===== config.mk =====
export PLATFORM = sky130hd
export DESIGN_NAME = lx_port_arbiter
export DESIGN_NICKNAME = d
export VERILOG_FILES = /design/src/rtl/lx_port_arbiter.sv
export SDC_FILE = /design/constraint.sdc
export NUM_CORES = 1
export LEC_CHECK = 0
export ABC_CLOCK_PERIOD_IN_PS = 4600
export CAP_MARGIN = 20
export CORE_AREA = 2 2 384 386
export CTS_BUF_LIST = sky130_fd_sc_hd__clkbuf_8
export CTS_CLUSTER_SIZE = 25
export DETAILED_ROUTE_END_ITERATION = 12
export DIE_AREA = 0 0 386 388
export GPL_TIMING_DRIVEN = 0
export HOLD_SLACK_MARGIN = 0.08
export MAX_ROUTING_LAYER = met4
export PLACE_DENSITY = 0.34
export SLEW_MARGIN = 20
export SYNTH_ARGS = -nofsm -noshare
export SYNTH_HDL_FRONTEND = slang
export SYNTH_SLANG_ARGS = --single-unit

===== constraint.sdc =====
create_clock -name clock -period 4.6 [get_ports clock]
set_input_delay 1.38 -clock clock [delete_from_list [all_inputs] [get_ports clock]]
set_output_delay 1.38 -clock clock [all_outputs]
set_load 0.1 [all_outputs]

===== src/rtl/lx_port_arbiter.sv =====
// lx_port_arbiter
//   N-port front end for a shared Lx cache controller. It takes one whole-line
//   request at a time from NUM_PORTS requesters, forwards it to the controller,
//   captures the controller's response and returns it to the requester that
//   issued it. Arbitration is round-robin (ARB_MODE=0) or fixed priority with
//   port 0 highest (ARB_MODE=1).
//
// Ports
//   clock, reset          system clock, synchronous active-high reset
//   port_msg_in   [N*M]   per-port request message (0 = no request)
//   port_address_in[N*A]  per-port request address
//   port_data_in  [N*C]   per-port request line
//   port_*_out            per-port response, non-zero only for the granted
//                         port while in RESPOND
//   cache_*_out           request to the controller, non-zero only in ISSUE
//   cache_*_in            response from the controller (msg != 0 = valid)
//   grant                 index of the port being served
//   busy                  high while a transaction is in ISSUE or RESPOND
//
// Every output is taken from flops or decoded from flopped state, so there is
// no combinational input-to-output path.

// Per-port output gate: presents the response latch only when selected.
module lx_port_arbiter_lane #(
  parameter int MSG_BITS     = 4,
  parameter int ADDRESS_BITS = 32,
  parameter int CACHE_WIDTH  = 128
) (
  input  logic                    sel,
  input  logic [MSG_BITS-1:0]     rsp_msg,
  input  logic [ADDRESS_BITS-1:0] rsp_address,
  input  logic [CACHE_WIDTH-1:0]  rsp_data,
  output logic [MSG_BITS-1:0]     msg_out,
  output logic [ADDRESS_BITS-1:0] address_out,
  output logic [CACHE_WIDTH-1:0]  data_out
);
  assign msg_out     = sel ? rsp_msg     : '0;
  assign address_out = sel ? rsp_address : '0;
  assign data_out    = sel ? rsp_data    : '0;
endmodule

module lx_port_arbiter #(
  parameter int NUM_PORTS         = 2,
  parameter int DATA_WIDTH        = 32,
  parameter int CACHE_OFFSET_BITS = 2,
  parameter int CACHE_WIDTH       = DATA_WIDTH << CACHE_OFFSET_BITS,
  parameter int ADDRESS_BITS      = 32,
  parameter int MSG_BITS          = 4,
  parameter int ARB_MODE          = 0,
  parameter int PORT_BITS         = (NUM_PORTS > 1) ? $clog2(NUM_PORTS) : 1
) (
  input  logic                              clock,
  input  logic                              reset,
  input  logic [NUM_PORTS*MSG_BITS-1:0]     port_msg_in,
  input  logic [NUM_PORTS*ADDRESS_BITS-1:0] port_address_in,
  input  logic [NUM_PORTS*CACHE_WIDTH-1:0]  port_data_in,
  output logic [NUM_PORTS*MSG_BITS-1:0]     port_msg_out,
  output logic [NUM_PORTS*ADDRESS_BITS-1:0] port_address_out,
  output logic [NUM_PORTS*CACHE_WIDTH-1:0]  port_data_out,
  output logic [MSG_BITS-1:0]               cache_msg_out,
  output logic [ADDRESS_BITS-1:0]           cache_address_out,
  output logic [CACHE_WIDTH-1:0]            cache_data_out,
  input  logic [MSG_BITS-1:0]               cache_msg_in,
  input  logic [ADDRESS_BITS-1:0]           cache_address_in,
  input  logic [CACHE_WIDTH-1:0]            cache_data_in,
  output logic [PORT_BITS-1:0]              grant,
  output logic                              busy
);

  typedef enum logic [1:0] {IDLE, ISSUE, RESPOND} state_t;

  // Packed per-port views of the flattened buses; element p is slice p.
  logic [NUM_PORTS-1:0][MSG_BITS-1:0]     pmsg;
  logic [NUM_PORTS-1:0][ADDRESS_BITS-1:0] paddr;
  logic [NUM_PORTS-1:0][CACHE_WIDTH-1:0]  pdata;
  logic [NUM_PORTS-1:0][MSG_BITS-1:0]     pmsg_o;
  logic [NUM_PORTS-1:0][ADDRESS_BITS-1:0] paddr_o;
  logic [NUM_PORTS-1:0][CACHE_WIDTH-1:0]  pdata_o;
  logic [NUM_PORTS-1:0]                   pend;

  assign pmsg  = port_msg_in;
  assign paddr = port_address_in;
  assign pdata = port_data_in;

  state_t                  state_q, state_d;
  logic [PORT_BITS-1:0]    grant_q, grant_d;
  logic [PORT_BITS-1:0]    rr_ptr_q, rr_ptr_d;
  logic [MSG_BITS-1:0]     req_msg_q, req_msg_d;
  logic [ADDRESS_BITS-1:0] req_addr_q, req_addr_d;
  logic [CACHE_WIDTH-1:0]  req_data_q, req_data_d;
  logic [MSG_BITS-1:0]     rsp_msg_q, rsp_msg_d;
  logic [ADDRESS_BITS-1:0] rsp_addr_q, rsp_addr_d;
  logic [CACHE_WIDTH-1:0]  rsp_data_q, rsp_data_d;

  logic [PORT_BITS-1:0]    win;
  logic                    win_vld;
  logic [PORT_BITS:0]      cand;

  for (genvar p = 0; p < NUM_PORTS; p++) begin : g_pend
    assign pend[p] = |pmsg[p];
  end

  // Winner search. Candidates are visited starting at rr_ptr (round-robin) or
  // at 0 (fixed priority); the first pending one wins. cand has one spare bit
  // so rr_ptr + i cannot overflow before the modulo fold.
  always_comb begin
    win     = '0;
    win_vld = 1'b0;
    cand    = '0;
    for (int i = 0; i < NUM_PORTS; i++) begin
      cand = (ARB_MODE == 0) ? ({1'b0, rr_ptr_q} + (PORT_BITS+1)'(i))
                             : (PORT_BITS+1)'(i);
      if (cand >= (PORT_BITS+1)'(NUM_PORTS))
        cand = cand - (PORT_BITS+1)'(NUM_PORTS);
      if (!win_vld && pend[cand[PORT_BITS-1:0]]) begin
        win_vld = 1'b1;
        win     = cand[PORT_BITS-1:0];
      end
    end
  end

  always_comb begin
    state_d    = state_q;
    grant_d    = grant_q;
    rr_ptr_d   = rr_ptr_q;
    req_msg_d  = req_msg_q;
    req_addr_d = req_addr_q;
    req_data_d = req_data_q;
    rsp_msg_d  = rsp_msg_q;
    rsp_addr_d = rsp_addr_q;
    rsp_data_d = rsp_data_q;
    case (state_q)
      IDLE: begin
        if (win_vld) begin
          grant_d    = win;
          req_msg_d  = pmsg[win];
          req_addr_d = paddr[win];
          req_data_d = pdata[win];
          state_d    = ISSUE;
        end
      end
      ISSUE: begin
        // Port inputs are not looked at here: the latched request stands.
        if (|cache_msg_in) begin
          rsp_msg_d  = cache_msg_in;
          rsp_addr_d = cache_address_in;
          rsp_data_d = cache_data_in;
          state_d    = RESPOND;
        end
      end
      RESPOND: begin
        if (~|pmsg[grant_q]) begin
          state_d  = IDLE;
          rr_ptr_d = (grant_q == PORT_BITS'(NUM_PORTS-1)) ? '0
                                                          : grant_q + PORT_BITS'(1);
        end
      end
      default: state_d = IDLE;
    endcase
  end

  always_ff @(posedge clock) begin
    if (reset) begin
      state_q    <= IDLE;
      grant_q    <= '0;
      rr_ptr_q   <= '0;
      req_msg_q  <= '0;
      req_addr_q <= '0;
      req_data_q <= '0;
      rsp_msg_q  <= '0;
      rsp_addr_q <= '0;
      rsp_data_q <= '0;
    end else begin
      state_q    <= state_d;
      grant_q    <= grant_d;
      rr_ptr_q   <= rr_ptr_d;
      req_msg_q  <= req_msg_d;
      req_addr_q <= req_addr_d;
      req_data_q <= req_data_d;
      rsp_msg_q  <= rsp_msg_d;
      rsp_addr_q <= rsp_addr_d;
      rsp_data_q <= rsp_data_d;
    end
  end

  assign cache_msg_out     = (state_q == ISSUE) ? req_msg_q  : '0;
  assign cache_address_out = (state_q == ISSUE) ? req_addr_q : '0;
  assign cache_data_out    = (state_q == ISSUE) ? req_data_q : '0;
  assign grant             = grant_q;
  assign busy              = (state_q != IDLE);

  for (genvar p = 0; p < NUM_PORTS; p++) begin : g_lane
    lx_port_arbiter_lane #(
      .MSG_BITS    (MSG_BITS),
      .ADDRESS_BITS(ADDRESS_BITS),
      .CACHE_WIDTH (CACHE_WIDTH)
    ) u_lane (
      .sel        ((state_q == RESPOND) && (grant_q == PORT_BITS'(p))),
      .rsp_msg    (rsp_msg_q),
      .rsp_address(rsp_addr_q),
      .rsp_data   (rsp_data_q),
      .msg_out    (pmsg_o[p]),
      .address_out(paddr_o[p]),
      .data_out   (pdata_o[p])
    );
  end

  assign port_msg_out     = pmsg_o;
  assign port_address_out = paddr_o;
  assign port_data_out    = pdata_o;

endmodule


==> key figures <==
Clock network
  • Later-pin clock latency in the skew report: 0.72 ns
  • H-tree lvl count: 3
  • TritonCTS clock tree: yes
  • Num CTS Buffers: 78
  • Worst-path clk slew: 0.06 ns
  • Hold_buf cts: 0
  • Clk sinks: about 330
  • Clock Tree Root: clkbuf_8
  • CTS Buffer Depth: 3

Synthesis
  • Synthesis-stage register bit count: 332
  • Count leader, synth: and2_1
  • Synth top area share: 40.2%
  • Syn Area/Cell: 7.51 sq um
  • Register area share after synthesis: 40.2%
  • Ranking of synthesized cells by area: dfxtp_1 40%, and2_1 19%, nand2_1 11%, a21oi_1 10%, a211oi_2 5.4%
  • Area leader, netlist: dfxtp_1
  • Netlist Area Pre-Place: 0.0165 sq mm
  • Cell count after synthesis: 2201
  • Yosys cell types: 26
  • Syn_nets: 2695
  • Ys async rst share: 0%
  • EDFF count, synth: 0
  • Top_reg_cell synth: dfxtp_1
  • Synth Warn #: 0
  • Top cells by count, synth: 492 x and2_1, 488 x nand2_1, 333 x a21oi_1, 332 x dfxtp_1, 169 x nor2_1

STA
  • Max Transition Viols Final: 0
  • Rel. slew slack: 23.6%
  • Final Hold Fails: 0
  • Setup TNS: 0 ns
  • Final Cycle Share: 95.4%
  • Worst Tran Pin Value: 1.15 ns
  • Fmax: 228 MHz
  • RSZ-0062 raised after global routing: yes
  • Setup-failing EPs final: 0
  • Tmin final: 4.39 ns
  • Max Clock Skew: 0.0373 ns

Routing
  • Routed vias/inst: 3.71
  • First-pass DRT Iterations: 5
  • DR iter-0 viols: between 800 and 900
  • Post-DRT Antenna Nets: 0
  • DR vias: 19500
  • Routed wire length: 122000 um
  • Post-DR wirelength/cell: 23.3 um
  • # DRC: 0

Worst setup path
  • CP Capture Type: primary output
  • Worst path slowest cell: clkbuf_4
  • Top cell by count, worst path: clkbuf_4
  • Maximum fanout along the worst path: 10
  • WS Path Type: reg -> out
  • Crit path cell chain: nand2b_1 > nor2_1 > clkbuf_4 > clkbuf_4 > and2_1 > buf_4
  • Critical path data arrival time: between 3 and 4 ns
  • Max stage delay on crit path: 0.41 ns
  • R2R setup slack: approximately 1.5 ns
  • CP Launch Type: flop
  • Worst path required time: 3.22 ns
  • Worst reg-to-reg path cell count: 7

Power
  • Clock power share: between 30 and 40%
  • Lkg Pwr: 12.1 nW
  • Sw Ratio: 41.2%
  • NetSw: around 4.3 mW
  • P per Cell Area: 359 mW/mm^2
  • Int Power: between 6 and 7 mW
  • PnR Total Power: 10.4 mW
  • Seq pwr share: about a third
  • Max IR drop VDD: 0.145 mV
  • Combinational group share of total power: about 34%

Global route
  • Vias in the first global route: 19700
  • Total grt overflow: 0
  • GRT Util Overall: 16.2%
  • First-pass GRT wire length: 165000 um
  • Largest net degree at the start of global routing: 12
  • Initial antenna violation count: 25

Layout
  • Post-route insts no fill: 5256
  • Layout area overhead: 74.7%
  • Filler Cells Inserted: 16700
  • Post-route cell area: 0.0289 sq mm
  • Fin util: 19.9%
  • Layout cells sized above 1: 23.1%
  • Nets: 3763

Floorplanning
  • # rows: 140
  • Core Area: approximately 0.15 sq mm
  • Number of top-level pins: 988
  • Die area: 0.150 sq mm
  • Die height: 388 um
  • DIE WIDTH: 386 um
  • Initial Util: 11.4%

Placement
  • DP Area: 0.0288 sq mm
  • Cell count after placement: 5106
  • Port bufs: 986
  • Routability Congestion: 0.864
  • Dpl hpwl: 99800 um

Worst hold path
  • Hold Crit Depth: 2
  • Worst Hold Class: reg -> reg

Run status
  • Outcome: completed

Run
  • # Max-Cap Violations: 0
-- cells by family (layout without fill, tap and decap cells) --
group / after synthesis / in the layout / synth area share, %
buffers and inverters: 203 / 1324 / 5.66
DFF: 332 / 332 / 40.2
and+or+nand+nor: 1160 / 1160 / 34.0
other: 0 / 17 / 0
AOI/OAI and AO/OA: 506 / 506 / 20.1
-- power by group through the flow --
stage / combinational, mW / clock, mW / sequential (mW)
2_1_floorplan: 2.23 / 0 / 3.40
3_3_place_gp: 3.66 / 0 / 3.49
3_5_place_dp: 3.65 / 0 / 3.49
4_1_cts: 3.59 / 3.63 / 3.43
5_1_grt: 3.78 / 3.74 / 3.47
6_report: 3.52 / 3.42 / 3.43
-- timing repair --
item	CTS	global route
buffers inserted	0	0
endpoints found under the hold margin	0	0
resized for setup	1752	432
gates cloned	0	0
endpoints found under the setup margin	489	332
-- path summary, 6_finish.rpt --
path                        from              endpoint
setup reg to reg      state_q[0]       rsp_data_q[127]
setup / recovery      state_q[0]  port_address_out[51]
hold reg to reg   rsp_data_q[15]        rsp_data_q[15]
hold / removal    rsp_data_q[15]        rsp_data_q[15]
-- metal layers --
layer / track usage [%] / share of wire [%]
met1: 18.8 / 42
met2: 27.6 / 49
met3: 4.55 / 7.2
met4: 3.48 / 2.0
met5: - / 0
-- layout by cell type, fill, tap and decap left out, types with 3 or more instances in the layout --
master,count
clkdlybuf4s50_1,493
and2_1,491
nand2_1,488
a21oi_1,333
buf_2,332
dfxtp_1,332
nor2_1,169
clkdlybuf4s15_2,119
clkbuf_1,98
a211oi_1,89
clkbuf_8,89
a211oi_2,71
clkbuf_2,61
inv_1,37
clkbuf_4,26
buf_4,22
diode_2,17
buf_6,15
clkdlybuf4s18_2,14
inv_6,4
o221a_2,3
clkinv_2,3
dlygate4sd2_1,3
-- worst max-delay path, delay by kind of cell, from the launching register on --
family / cells / cell delay (ns)
and+or+nand+nor: 3 / 0.76
DFF: 1 / 0.33
buffers and inverters: 3 / 1.13
-- per-stage QoR --
step	hold slack [ns]	setup slack, ns
floorplan	0.440	0.683
global placement	0.452	-1.31
detailed placement	0.455	-1.27
CTS	0.463	-0.0484
global route	0.488	-0.0188
finish	0.459	0.211
-- layout make-up --
cell class | count | area [sq um] | share of cell area, %
Multi-Input combinational cell | 1666 | 8950 | 31.0
Timing Repair Buffer | 988 | 8370 | 29.0
Sequential cell | 332 | 6650 | 23.0
Tap cell | 1917 | 2400 | 8.31
Clock buffer | 89 | 1220 | 4.24
Buffer | 200 | 997 | 3.46
Clock inverter | 44 | 226 | 0.785
Antenna cell | 17 | 42.5 | 0.147
Inverter | 3 | 11.3 | 0.0390
-- state kept, by name, summed over array words and instances (netlist names) --
signal      count
grant           1
req_addr_q     32
req_data_q    128
req_msg_q       4
rr_ptr_q        1
rsp_addr_q     32
rsp_data_q    128
rsp_msg_q       4
state_q         2
(Power assumes the default switching activity.)
